$ cat config.mk
export PLATFORM = sky130hd
export DESIGN_NAME = scma_host_bridge_flat
export DESIGN_NICKNAME = d
export VERILOG_FILES = /design/src/rtl/scma_pkg.sv /design/src/rtl/scma_host_bridge_if.sv /design/src/rtl/scma_chip_sel_dec.sv /design/src/rtl/scma_host_bridge.sv /design/src/flat_wrapper.sv
export SDC_FILE = /design/constraint.sdc
export NUM_CORES = 1
export LEC_CHECK = 0
export CORE_MARGIN = 2
export CORE_UTILIZATION = 44
export CTS_BUF_LIST = sky130_fd_sc_hd__clkbuf_16
export DETAILED_ROUTE_END_ITERATION = 7
export MAX_ROUTING_LAYER = met4
export PLACE_DENSITY = 0.81
export SLEW_MARGIN = 30
export SYNTH_ARGS = -nofsm -noshare
export SYNTH_HDL_FRONTEND = slang
export SYNTH_SLANG_ARGS = --single-unit
$ cat constraint.sdc
create_clock -name clk -period 1.6 [get_ports clk]
set_input_delay 0.32 -clock clk [delete_from_list [all_inputs] [get_ports clk]]
set_output_delay 0.32 -clock clk [all_outputs]
set_load 0.005 [all_outputs]
$ cat src/rtl/scma_pkg.sv
// Shared widths, FSM states and op codes for the SCMA host bridge.
package scma_pkg;

    localparam int unsigned ADDR_IN_WIDTH  = 11;
    localparam int unsigned CHIP_EN_NUM    = 16;
    localparam int unsigned CHIP_ID_WIDTH  = 4;
    localparam int unsigned DATA_IN_WIDTH  = 36;
    localparam int unsigned DATA_OUT_WIDTH = 32;
    localparam int unsigned A_WIDTH        = ADDR_IN_WIDTH + CHIP_EN_NUM;

    localparam logic OP_WR = 1'b0;
    localparam logic OP_RD = 1'b1;

    typedef enum logic [2:0] {
        IDLE,
        WRITE,
        READ,
        RD_LAT,
        RESP
    } state_e;

    typedef struct packed {
        logic                     op;
        logic                     bcast;
        logic [CHIP_ID_WIDTH-1:0] chip;
        logic [ADDR_IN_WIDTH-1:0] addr;
        logic [DATA_IN_WIDTH-1:0] data;
    } cmd_t;

endpackage

$ cat src/rtl/scma_host_bridge_if.sv
// Host-side command/response channels of the SCMA host bridge.
interface scma_host_bridge_if;
    import scma_pkg::*;

    logic                      cmd_valid;
    logic                      cmd_ready;
    logic                      cmd_op;
    logic                      cmd_bcast;
    logic [CHIP_ID_WIDTH-1:0]  cmd_chip;
    logic [ADDR_IN_WIDTH-1:0]  cmd_addr;
    logic [DATA_IN_WIDTH-1:0]  cmd_data;
    logic                      rsp_valid;
    logic                      rsp_ready;
    logic [DATA_OUT_WIDTH-1:0] rsp_data;
    logic                      rsp_err;

    modport master (
        output cmd_valid, cmd_op, cmd_bcast, cmd_chip, cmd_addr, cmd_data, rsp_ready,
        input  cmd_ready, rsp_valid, rsp_data, rsp_err
    );

    modport slave (
        input  cmd_valid, cmd_op, cmd_bcast, cmd_chip, cmd_addr, cmd_data, rsp_ready,
        output cmd_ready, rsp_valid, rsp_data, rsp_err
    );

endinterface

$ cat src/rtl/scma_chip_sel_dec.sv
// Binary chip index plus broadcast flag to one-hot (or all-ones) chip select.
module scma_chip_sel_dec
    import scma_pkg::*;
(
    input  logic [CHIP_ID_WIDTH-1:0] chip,
    input  logic                     bcast,
    output logic [CHIP_EN_NUM-1:0]   sel
);

    always_comb begin
        sel = '0;
        if (bcast) begin
            sel = '1;
        end else begin
            sel[chip] = 1'b1;
        end
    end

endmodule

$ cat src/rtl/scma_host_bridge.sv
// Sequences host write/broadcast-write/read commands onto the SCMA array bus,
// honouring full/empty with a bounded wait, and returns one in-order response per command.
module scma_host_bridge
    import scma_pkg::*;
#(
    parameter int unsigned READ_LAT = 2,
    parameter int unsigned TIMEOUT  = 1023
) (
    input  logic                      clk,
    input  logic                      rst,
    scma_host_bridge_if.slave         host,
    output logic [A_WIDTH-1:0]        a_out,
    output logic [DATA_IN_WIDTH-1:0]  wdata_out,
    input  logic [DATA_OUT_WIDTH-1:0] arr_data,
    input  logic                      arr_empty,
    input  logic                      arr_full
);

    localparam int unsigned WAIT_W = $clog2(TIMEOUT + 1);
    localparam int unsigned LAT_W  = (READ_LAT > 1) ? $clog2(READ_LAT) : 1;

    state_e                    state_q, state_d;
    cmd_t                      cmd_q, cmd_d;
    logic [WAIT_W-1:0]         wait_cnt_q, wait_cnt_d;
    logic [LAT_W-1:0]          lat_cnt_q, lat_cnt_d;
    logic [DATA_OUT_WIDTH-1:0] rsp_data_q, rsp_data_d;
    logic                      rsp_err_q, rsp_err_d;
    logic [CHIP_EN_NUM-1:0]    sel;
    logic                      accept;

    // Broadcast only widens the select for writes; broadcast reads never reach the array.
    scma_chip_sel_dec u_sel_dec (
        .chip  (cmd_q.chip),
        .bcast (cmd_q.bcast && (cmd_q.op == OP_WR)),
        .sel   (sel)
    );

    assign host.cmd_ready = (state_q == IDLE) && !rst;
    assign host.rsp_valid = (state_q == RESP) && !rst;
    assign host.rsp_data  = rsp_data_q;
    assign host.rsp_err   = rsp_err_q;
    assign accept         = host.cmd_valid && host.cmd_ready;

    always_comb begin
        a_out     = '0;
        wdata_out = '0;
        unique case (state_q)
            WRITE: begin
                a_out     = {sel, cmd_q.addr};
                wdata_out = cmd_q.data;
            end
            READ, RD_LAT: a_out = {sel, cmd_q.addr};
            default: ;
        endcase
    end

    // Counters default to zero so every state entry starts them cleared.
    always_comb begin
        state_d    = state_q;
        cmd_d      = cmd_q;
        wait_cnt_d = '0;
        lat_cnt_d  = '0;
        rsp_data_d = rsp_data_q;
        rsp_err_d  = rsp_err_q;
        unique case (state_q)
            IDLE: begin
                if (accept) begin
                    cmd_d.op    = host.cmd_op;
                    cmd_d.bcast = host.cmd_bcast;
                    cmd_d.chip  = host.cmd_chip;
                    cmd_d.addr  = host.cmd_addr;
                    cmd_d.data  = host.cmd_data;
                    rsp_data_d  = '0;
                    rsp_err_d   = 1'b0;
                    if (host.cmd_op == OP_WR) begin
                        state_d = WRITE;
                    end else if (!host.cmd_bcast) begin
                        state_d = READ;
                    end else begin
                        state_d   = RESP;
                        rsp_err_d = 1'b1;
                    end
                end
            end
            WRITE: begin
                if (!arr_full) begin
                    state_d = RESP;
                end else if (wait_cnt_q == WAIT_W'(TIMEOUT)) begin
                    state_d   = RESP;
                    rsp_err_d = 1'b1;
                end else begin
                    wait_cnt_d = wait_cnt_q + 1'b1;
                end
            end
            READ: begin
                if (!arr_empty) begin
                    state_d = RD_LAT;
                end else if (wait_cnt_q == WAIT_W'(TIMEOUT)) begin
                    state_d   = RESP;
                    rsp_err_d = 1'b1;
                end else begin
                    wait_cnt_d = wait_cnt_q + 1'b1;
                end
            end
            RD_LAT: begin
                if (lat_cnt_q == LAT_W'(READ_LAT - 1)) begin
                    rsp_data_d = arr_data;
                    state_d    = RESP;
                end else begin
                    lat_cnt_d = lat_cnt_q + 1'b1;
                end
            end
            RESP: begin
                if (host.rsp_ready) begin
                    state_d = IDLE;
                end
            end
            default: state_d = IDLE;
        endcase
    end

    always_ff @(posedge clk) begin
        if (rst) begin
            state_q    <= IDLE;
            cmd_q      <= '0;
            wait_cnt_q <= '0;
            lat_cnt_q  <= '0;
            rsp_data_q <= '0;
            rsp_err_q  <= 1'b0;
        end else begin
            state_q    <= state_d;
            cmd_q      <= cmd_d;
            wait_cnt_q <= wait_cnt_d;
            lat_cnt_q  <= lat_cnt_d;
            rsp_data_q <= rsp_data_d;
            rsp_err_q  <= rsp_err_d;
        end
    end

endmodule

$ cat src/flat_wrapper.sv
// flat-port wrapper written by rule: the top's interface ports become plain ports
module scma_host_bridge_flat import scma_pkg::*;
#(
    parameter int unsigned READ_LAT = 2,
    parameter int unsigned TIMEOUT  = 1023
)
  (clk, rst, a_out, wdata_out, arr_data, arr_empty, arr_full, host_cmd_valid, host_cmd_op, host_cmd_bcast, host_cmd_chip, host_cmd_addr, host_cmd_data, host_rsp_ready, host_cmd_ready, host_rsp_valid, host_rsp_data, host_rsp_err);
  scma_host_bridge_if host_i ();
  input  logic clk;
  input  logic rst;
  output logic [A_WIDTH-1:0] a_out;
  output logic [DATA_IN_WIDTH-1:0] wdata_out;
  input  logic [DATA_OUT_WIDTH-1:0] arr_data;
  input  logic arr_empty;
  input  logic arr_full;
  input wire logic [$bits(host_i.cmd_valid)-1:0] host_cmd_valid;
  input wire logic [$bits(host_i.cmd_op)-1:0] host_cmd_op;
  input wire logic [$bits(host_i.cmd_bcast)-1:0] host_cmd_bcast;
  input wire logic [$bits(host_i.cmd_chip)-1:0] host_cmd_chip;
  input wire logic [$bits(host_i.cmd_addr)-1:0] host_cmd_addr;
  input wire logic [$bits(host_i.cmd_data)-1:0] host_cmd_data;
  input wire logic [$bits(host_i.rsp_ready)-1:0] host_rsp_ready;
  output wire logic [$bits(host_i.cmd_ready)-1:0] host_cmd_ready;
  output wire logic [$bits(host_i.rsp_valid)-1:0] host_rsp_valid;
  output wire logic [$bits(host_i.rsp_data)-1:0] host_rsp_data;
  output wire logic [$bits(host_i.rsp_err)-1:0] host_rsp_err;
  assign host_i.cmd_valid = host_cmd_valid;
  assign host_i.cmd_op = host_cmd_op;
  assign host_i.cmd_bcast = host_cmd_bcast;
  assign host_i.cmd_chip = host_cmd_chip;
  assign host_i.cmd_addr = host_cmd_addr;
  assign host_i.cmd_data = host_cmd_data;
  assign host_i.rsp_ready = host_rsp_ready;
  assign host_cmd_ready = host_i.cmd_ready;
  assign host_rsp_valid = host_i.rsp_valid;
  assign host_rsp_data = host_i.rsp_data;
  assign host_rsp_err = host_i.rsp_err;
  scma_host_bridge #(.READ_LAT(READ_LAT), .TIMEOUT(TIMEOUT)) u_core (.clk(clk), .rst(rst), .host(host_i), .a_out(a_out), .wdata_out(wdata_out), .arr_data(arr_data), .arr_empty(arr_empty), .arr_full(arr_full));
endmodule
* Word level (Yosys, flattened, before mapping)
Cells that the tools add are included.
W data, S select, Z words.
** Operators by class
- Reductions and logical operators :: 15
- Bitwise operators :: 2
- Equality and inequality tests :: 10
- Mux-type cells :: 28
- Multiply operators :: 0
- Magnitude comparators :: 2
- Shift-type cells :: 0
- $add $sub $neg :: 2
- Divide/modulo/power cells :: 0
** Operator list (number)
- $mux W32 :: 2
- $pmux W32 S2 :: 1
- $mux W36 :: 1
- $mux W10 :: 3
- $mux W27 :: 1
- $mux W3 :: 8
- $pmux W10 S2 :: 1
- $mux W16 :: 1
- $pmux W3 S5 :: 1
- $add A10 B1 Y10 const B :: 1
- $eq A10 B10 Y1 const B :: 1
- $mux W1 :: 7
- $eq A3 B2 Y1 const B :: 2
- $ne A2 B2 Y1 const B :: 3
- $reduce_and A3 Y1 :: 2
- $reduce_or A3 Y1 :: 2
- $logic_and A1 B1 Y1 :: 5
- $lt A4 B5 Y1 const B :: 1
- $demux W1 S4 :: 1
- $ge A4 B1 Y1 const B :: 1
- $ne A2 B1 Y1 const B :: 2
- $reduce_and A4 Y1 :: 1
- $eq A3 B1 Y1 const B :: 1
- $eq A3 B3 Y1 const B :: 1
- other kinds (8) :: 9
** Storage, ports and cells
- Register bits after elaboration :: 100
- Word-level logic and storage cells :: 69
- Bits in writable memories :: 0
- Bits in read-only memories :: 0
- Memories :: 0
- Bits in latches :: 0
- Output and inout bits :: 98
- Input bits :: 91

* Logic depth before layout (Yosys ltp)
- Word-level depth :: 6
- Mapped depth :: 7

* By module
Synthesis repeated with hierarchy kept, for this count alone.
** Second synthesis, totals
- Cell total of the unflattened synthesis :: 499
- Area, all modules :: 4286.6 um^2
** Modules (own cells, without submodules)
- scma_host_bridge :: area each 4080.2 um^2, times used 1, sequential area each 2001.9 um^2, cells an instance 475
- scma_chip_sel_dec :: area each 206.4 um^2, times used 1, sequential area each 0.0 um^2, cells an instance 24

* Least setup slack after synthesis
Ideal clock, no wire load.
- Kind :: flip-flop to output port
- Start :: register u_core.state_q[1]
- End :: output port wdata_out[10]
- Data arrival time :: 1.215 ns
- Path slack :: 0.065 ns
- Stages on the path, launching flop included :: 5
- Required time :: 1.280 ns
- Cell sequence :: dfxtp_1 buf_4 nor3b_2 clkbuf_1 and2_1
** On the way
- Cells in the longest elaborated chain, start to end :: 2
** RTL lines
- start, declared :: RTL line scma_host_bridge.sv:22 : state_e state_q, state_d;
- start signal, assigned :: RTL line scma_host_bridge.sv:131 : state_q <= state_d;
- $eq A3 B1 Y1 :: RTL line scma_host_bridge.sv:47 : unique case (state_q)
- $mux W36 :: RTL line scma_host_bridge.sv:47
- end, declared :: RTL line flat_wrapper.sv:12 : output logic [DATA_IN_WIDTH-1:0] wdata_out;
Every way passes these cells.

* Worst setup path in the final report
- Start :: register u_core.state_q[0]
- End :: output port a_out[26]
** On the way
- Cells in the longest elaborated chain, start to end :: 3
** RTL lines
- $eq A3 B1 Y1 or $eq A3 B2 Y1 (tied branches) :: RTL line scma_host_bridge.sv:47
- $reduce_or A3 Y1 (no line) (*)
- $mux W27 (*) :: RTL line scma_host_bridge.sv:47
- end, declared :: RTL line flat_wrapper.sv:11 : output logic [A_WIDTH-1:0] a_out;
Mark *: on every way between the ends. The rest lies on a longest branch, timed or not.

==> run_summary.xml <==
<?xml version="1.0" encoding="UTF-8"?>
<metrics>
  <group name="clocking">
    <metric name="worst_setup_hold_path_clk_slew" unit="ns">0.07</metric>
    <metric name="clock_path_buffers" unit="">2</metric>
    <metric name="clkLatencyLatePin" unit="ns">0.34</metric>
    <metric name="tritoncts_num_sinks" unit="">100</metric>
    <metric name="cts_buffers" unit="">9</metric>
    <metric name="cts_root_buffer" unit="">clkbuf_16</metric>
    <metric name="cts.htree.levels" unit="">3</metric>
    <metric name="cts-hold-fix-buffers" unit="">0</metric>
    <metric name="cts_tree" unit="">done</metric>
  </group>
  <group name="cells_and_area">
    <metric name="layout.nets" unit="">882</metric>
    <metric name="synthToLayoutAreaGrowth" unit="%">69.1</metric>
    <metric name="nFillCells" unit="">717</metric>
    <metric name="multi_input_gate_area_in_the_final_layout" unit="µm²">2740</metric>
    <metric name="drive_above_1_share" unit="%">30.3</metric>
    <metric name="final_cell_count_no_fill" unit="">931</metric>
    <metric name="num_antenna_cells" unit="">0</metric>
    <metric name="ff_latch_area" unit="µm²">2020</metric>
    <metric name="postLayoutCoreUtil" unit="%">76.6</metric>
  </group>
  <group name="route">
    <metric name="detail_route.first_pass.iterations" unit="">4</metric>
    <metric name="routed_wirelength" unit="mm">15.6</metric>
    <metric name="detailroute.via_count" unit="">4773</metric>
    <metric name="drt_iter0_markers" unit="">269</metric>
    <metric name="drc_errors" unit="">0</metric>
    <metric name="antenna_violating_nets_post_route" unit="">0</metric>
    <metric name="average_wire_length_per_cell_after_detail_routing" unit="µm">16.7</metric>
    <metric name="routed_via_density" unit="">5.13</metric>
  </group>
  <group name="synth">
    <metric name="syn_nets" unit="">653</metric>
    <metric name="synth-edff-count" unit="">0</metric>
    <metric name="post_synth_num_cell_types" unit="">47</metric>
    <metric name="most_area_hungry_cell_type_in_the_yosys_netlist" unit="">dfxtp_1</metric>
    <metric name="synthesized_area" unit="µm²">4700</metric>
    <metric name="synth.avg_cell_area" unit="µm²">8.38</metric>
    <metric name="postSynthRegisterBits" unit="">100</metric>
    <metric name="synth.top_cells.by_count" unit="">nand2_1 (152), dfxtp_1 (100), nand3b_1 (53)</metric>
    <metric name="postSynth.topFlopCell" unit="">dfxtp_1</metric>
    <metric name="postSynth.asyncResetShare" unit="%">0</metric>
    <metric name="yosysWarningCount" unit="">0</metric>
    <metric name="synth_most_common_cell" unit="">nand2_1</metric>
    <metric name="syn-instance-count" unit="">561</metric>
    <metric name="proportion_of_synthesized_chip_area_in_sequential_cells" unit="%">42.6</metric>
    <metric name="yosys.area.top_type_share" unit="%">42.6</metric>
    <metric name="cell_types_with_the_largest_area_share_after_synthesis" unit="">dfxtp_1 (43%), nand2_1 (12%), nand3b_1 (8.5%), mux2i_1 (6.8%), and2_1 (6.4%)</metric>
  </group>
  <group name="sta">
    <metric name="timing_hold_violations_final" unit="">0</metric>
    <metric name="final.min_clock_period" unit="ns">1.92</metric>
    <metric name="fmax" unit="MHz">521</metric>
    <metric name="slew_viol_final" unit="">0</metric>
    <metric name="final.hold.worst_slack" unit="ns">0.473</metric>
    <metric name="finalSetupViolations" unit="">98</metric>
    <metric name="worst_clock_skew" unit="ns">0.0129</metric>
    <metric name="worst_slew_pin_slew" unit="ns">0.470</metric>
    <metric name="slew-limit-headroom" unit="%">68.7</metric>
    <metric name="grt_setup_unrepaired" unit="">yes</metric>
    <metric name="final_min_period_over_clock_period" unit="%">120</metric>
    <metric name="tns" unit="ns">-19.37</metric>
    <metric name="setup_ws" unit="ns">-0.318</metric>
  </group>
  <group name="place">
    <metric name="dpl.cell_count" unit="">883</metric>
    <metric name="dp_hpwl" unit="mm">9.49</metric>
    <metric name="placement.io_buffers" unit="">188</metric>
    <metric name="gp_congestion" unit="">0.809</metric>
  </group>
  <group name="critical_path">
    <metric name="path_delay_family" unit="">buffers and inverters</metric>
    <metric name="cp.required" unit="ns">1.28</metric>
    <metric name="cp_common_cell" unit="">buf_6</metric>
    <metric name="crit_path_top_delay_cell" unit="">dfxtp_4</metric>
    <metric name="timing_worst_setup_path_type" unit="">reg2out</metric>
    <metric name="critPathCaptureType" unit="">output port</metric>
    <metric name="timing.critical_path.fanout_max" unit="">4</metric>
    <metric name="critPathArrivalTime" unit="ns">1.60</metric>
    <metric name="cp_num_buf_inv" unit="">4</metric>
    <metric name="crit_path_max_incr_delay" unit="ns">0.37</metric>
    <metric name="crit_chain" unit="">buf_6 &gt; nor2_4 &gt; buf_6 &gt; or2_4 &gt; buf_4 &gt; a21oi_2 &gt; buf_2</metric>
    <metric name="timing.critical_path.from_type" unit="">flop</metric>
  </group>
  <group name="global_routing">
    <metric name="global_route_wire_length_before_repair" unit="mm">23.1</metric>
    <metric name="global_route_overflow" unit="">0</metric>
    <metric name="pin_count_of_the_biggest_net_entering_global_routing" unit="">62</metric>
    <metric name="grt.total_usage" unit="%">25.7</metric>
    <metric name="antenna_violations_before_repair" unit="">0</metric>
    <metric name="grt_pass1_vias" unit="">4820</metric>
  </group>
  <group name="status">
    <metric name="run_status" unit="">complete, but fails checks</metric>
    <metric name="failed_checks" unit="">setup timing</metric>
  </group>
  <group name="floorplan">
    <metric name="num_rows" unit="">37</metric>
    <metric name="die_h" unit="µm">107</metric>
    <metric name="initial_core_util" unit="%">45.3</metric>
    <metric name="die_w" unit="µm">107</metric>
    <metric name="boundaryPins" unit="">189</metric>
    <metric name="core_area" unit="µm²">10400</metric>
    <metric name="die-area" unit="µm²">11500</metric>
  </group>
  <group name="pwr">
    <metric name="pwr_density_cell" unit="nW/µm²">847</metric>
    <metric name="static-leakage-power" unit="nW">3.32</metric>
    <metric name="vdd.ir_drop.worst" unit="mV">0.629</metric>
  </group>
  <group name="flow_run">
    <metric name="maxCapViolations" unit="">0</metric>
  </group>
  <group name="worst_hold_path">
    <metric name="type_of_the_worst_min_delay_path" unit="">reg2reg</metric>
  </group>
</metrics>
==> cell families (layout without fill, tap and decap cells) <==
kind of cell               Yosys count  in the layout  share of synthesized area [%]
muxes                               32             32                           6.81
buffers and inverters               43            276                           5.48
AOI/OAI and AO/OA                   31             31                           4.29
DFF                                100            100                           42.6
and+or+nand+nor                    345            346                           38.9
xor gates and xnor gates             9              9                           1.68
adders and majority gates            1              1                          0.266
==> per-layer routing <==
metal,global-route usage (%),vias to the layer above,share of wire [%]
met5,-,-,0
met4,6.50,0,1.5
met3,5.57,23,5.8
met2,45.5,156,52
met1,29.6,2301,40
li1,-,2293,-
==> path summary, 6_finish.rpt <==
path | from | end | slack [ns] | cells after the start
min | u_core.cmd_q[20] | u_core.cmd_q[20] | 0.47 | 2
min reg2reg | u_core.cmd_q[20] | u_core.cmd_q[20] | 0.47 | 2
max | u_core.state_q[0] | a_out[26] | -0.32 | 7
max reg2reg | u_core.state_q[0] | u_core.host.rsp_data[19] | -0.19 | 9
==> state kept, by name (all words and copies together) (netlist names) <==
register / count
u_core.cmd_q: 53
u_core.host.rsp_data: 32
u_core.wait_cnt_q: 10
u_core.state_q: 3
u_core.host.rsp_err: 1
u_core.lat_cnt_q: 1
==> layout make-up <==
class / instances / area share (%)
multi-input combinational: 419 / 34.5
inverter: 3 / 0.142
tap: 136 / 2.14
sequential: 100 / 25.4
clock buffer: 9 / 2.83
clock inverter: 7 / 1.34
timing repair buffer: 257 / 33.7
==> tightest hold or removal path, cell delays in order, from the launching register on <==
cell and delay [ns]:
dfxtp_1 0.31, nand3b_1 0.07, nand2_1 0.05
==> metrics by stage <==
| stage | total power [mW] | cell area [µm²] | setup WS, ns |
|---|---|---|---|
| after floorplan | 3.32 | 4700 | 0.0651 |
| after global placement | 3.87 | 6880 | -0.206 |
| after detailed placement | 3.90 | 6880 | -0.278 |
| after CTS | 6.56 | 7570 | -0.303 |
| after global routing | 6.98 | 7950 | -0.369 |
| final | 6.73 | 7950 | -0.318 |
==> cell usage in the layout (no fill, tap or decap), types with 21 or more instances in the layout <==
master / count
and2_4: 46
buf_2: 21
buf_4: 31
buf_6: 64
clkdlybuf4s50_1: 122
dfxtp_1: 93
mux2i_1: 30
nand2_1: 152
nand2b_1: 35
nand3b_1: 53
==> timing repair <==
item | in CTS | in global routing
gates cloned | 3 | 6
resized for setup | 370 | 66
pin swaps | 36 | 23
setup endpoints to repair | 65 | 109
buffers inserted | 21 | 8
==> report_power, final <==
part | switching, mW | total [mW] | internal, mW
clock | 1.03 | 2.43 | 1.40
combinational | 0.656 | 1.55 | 0.897
sequential | 0.112 | 2.76 | 2.64
(Power assumes the default switching activity.)
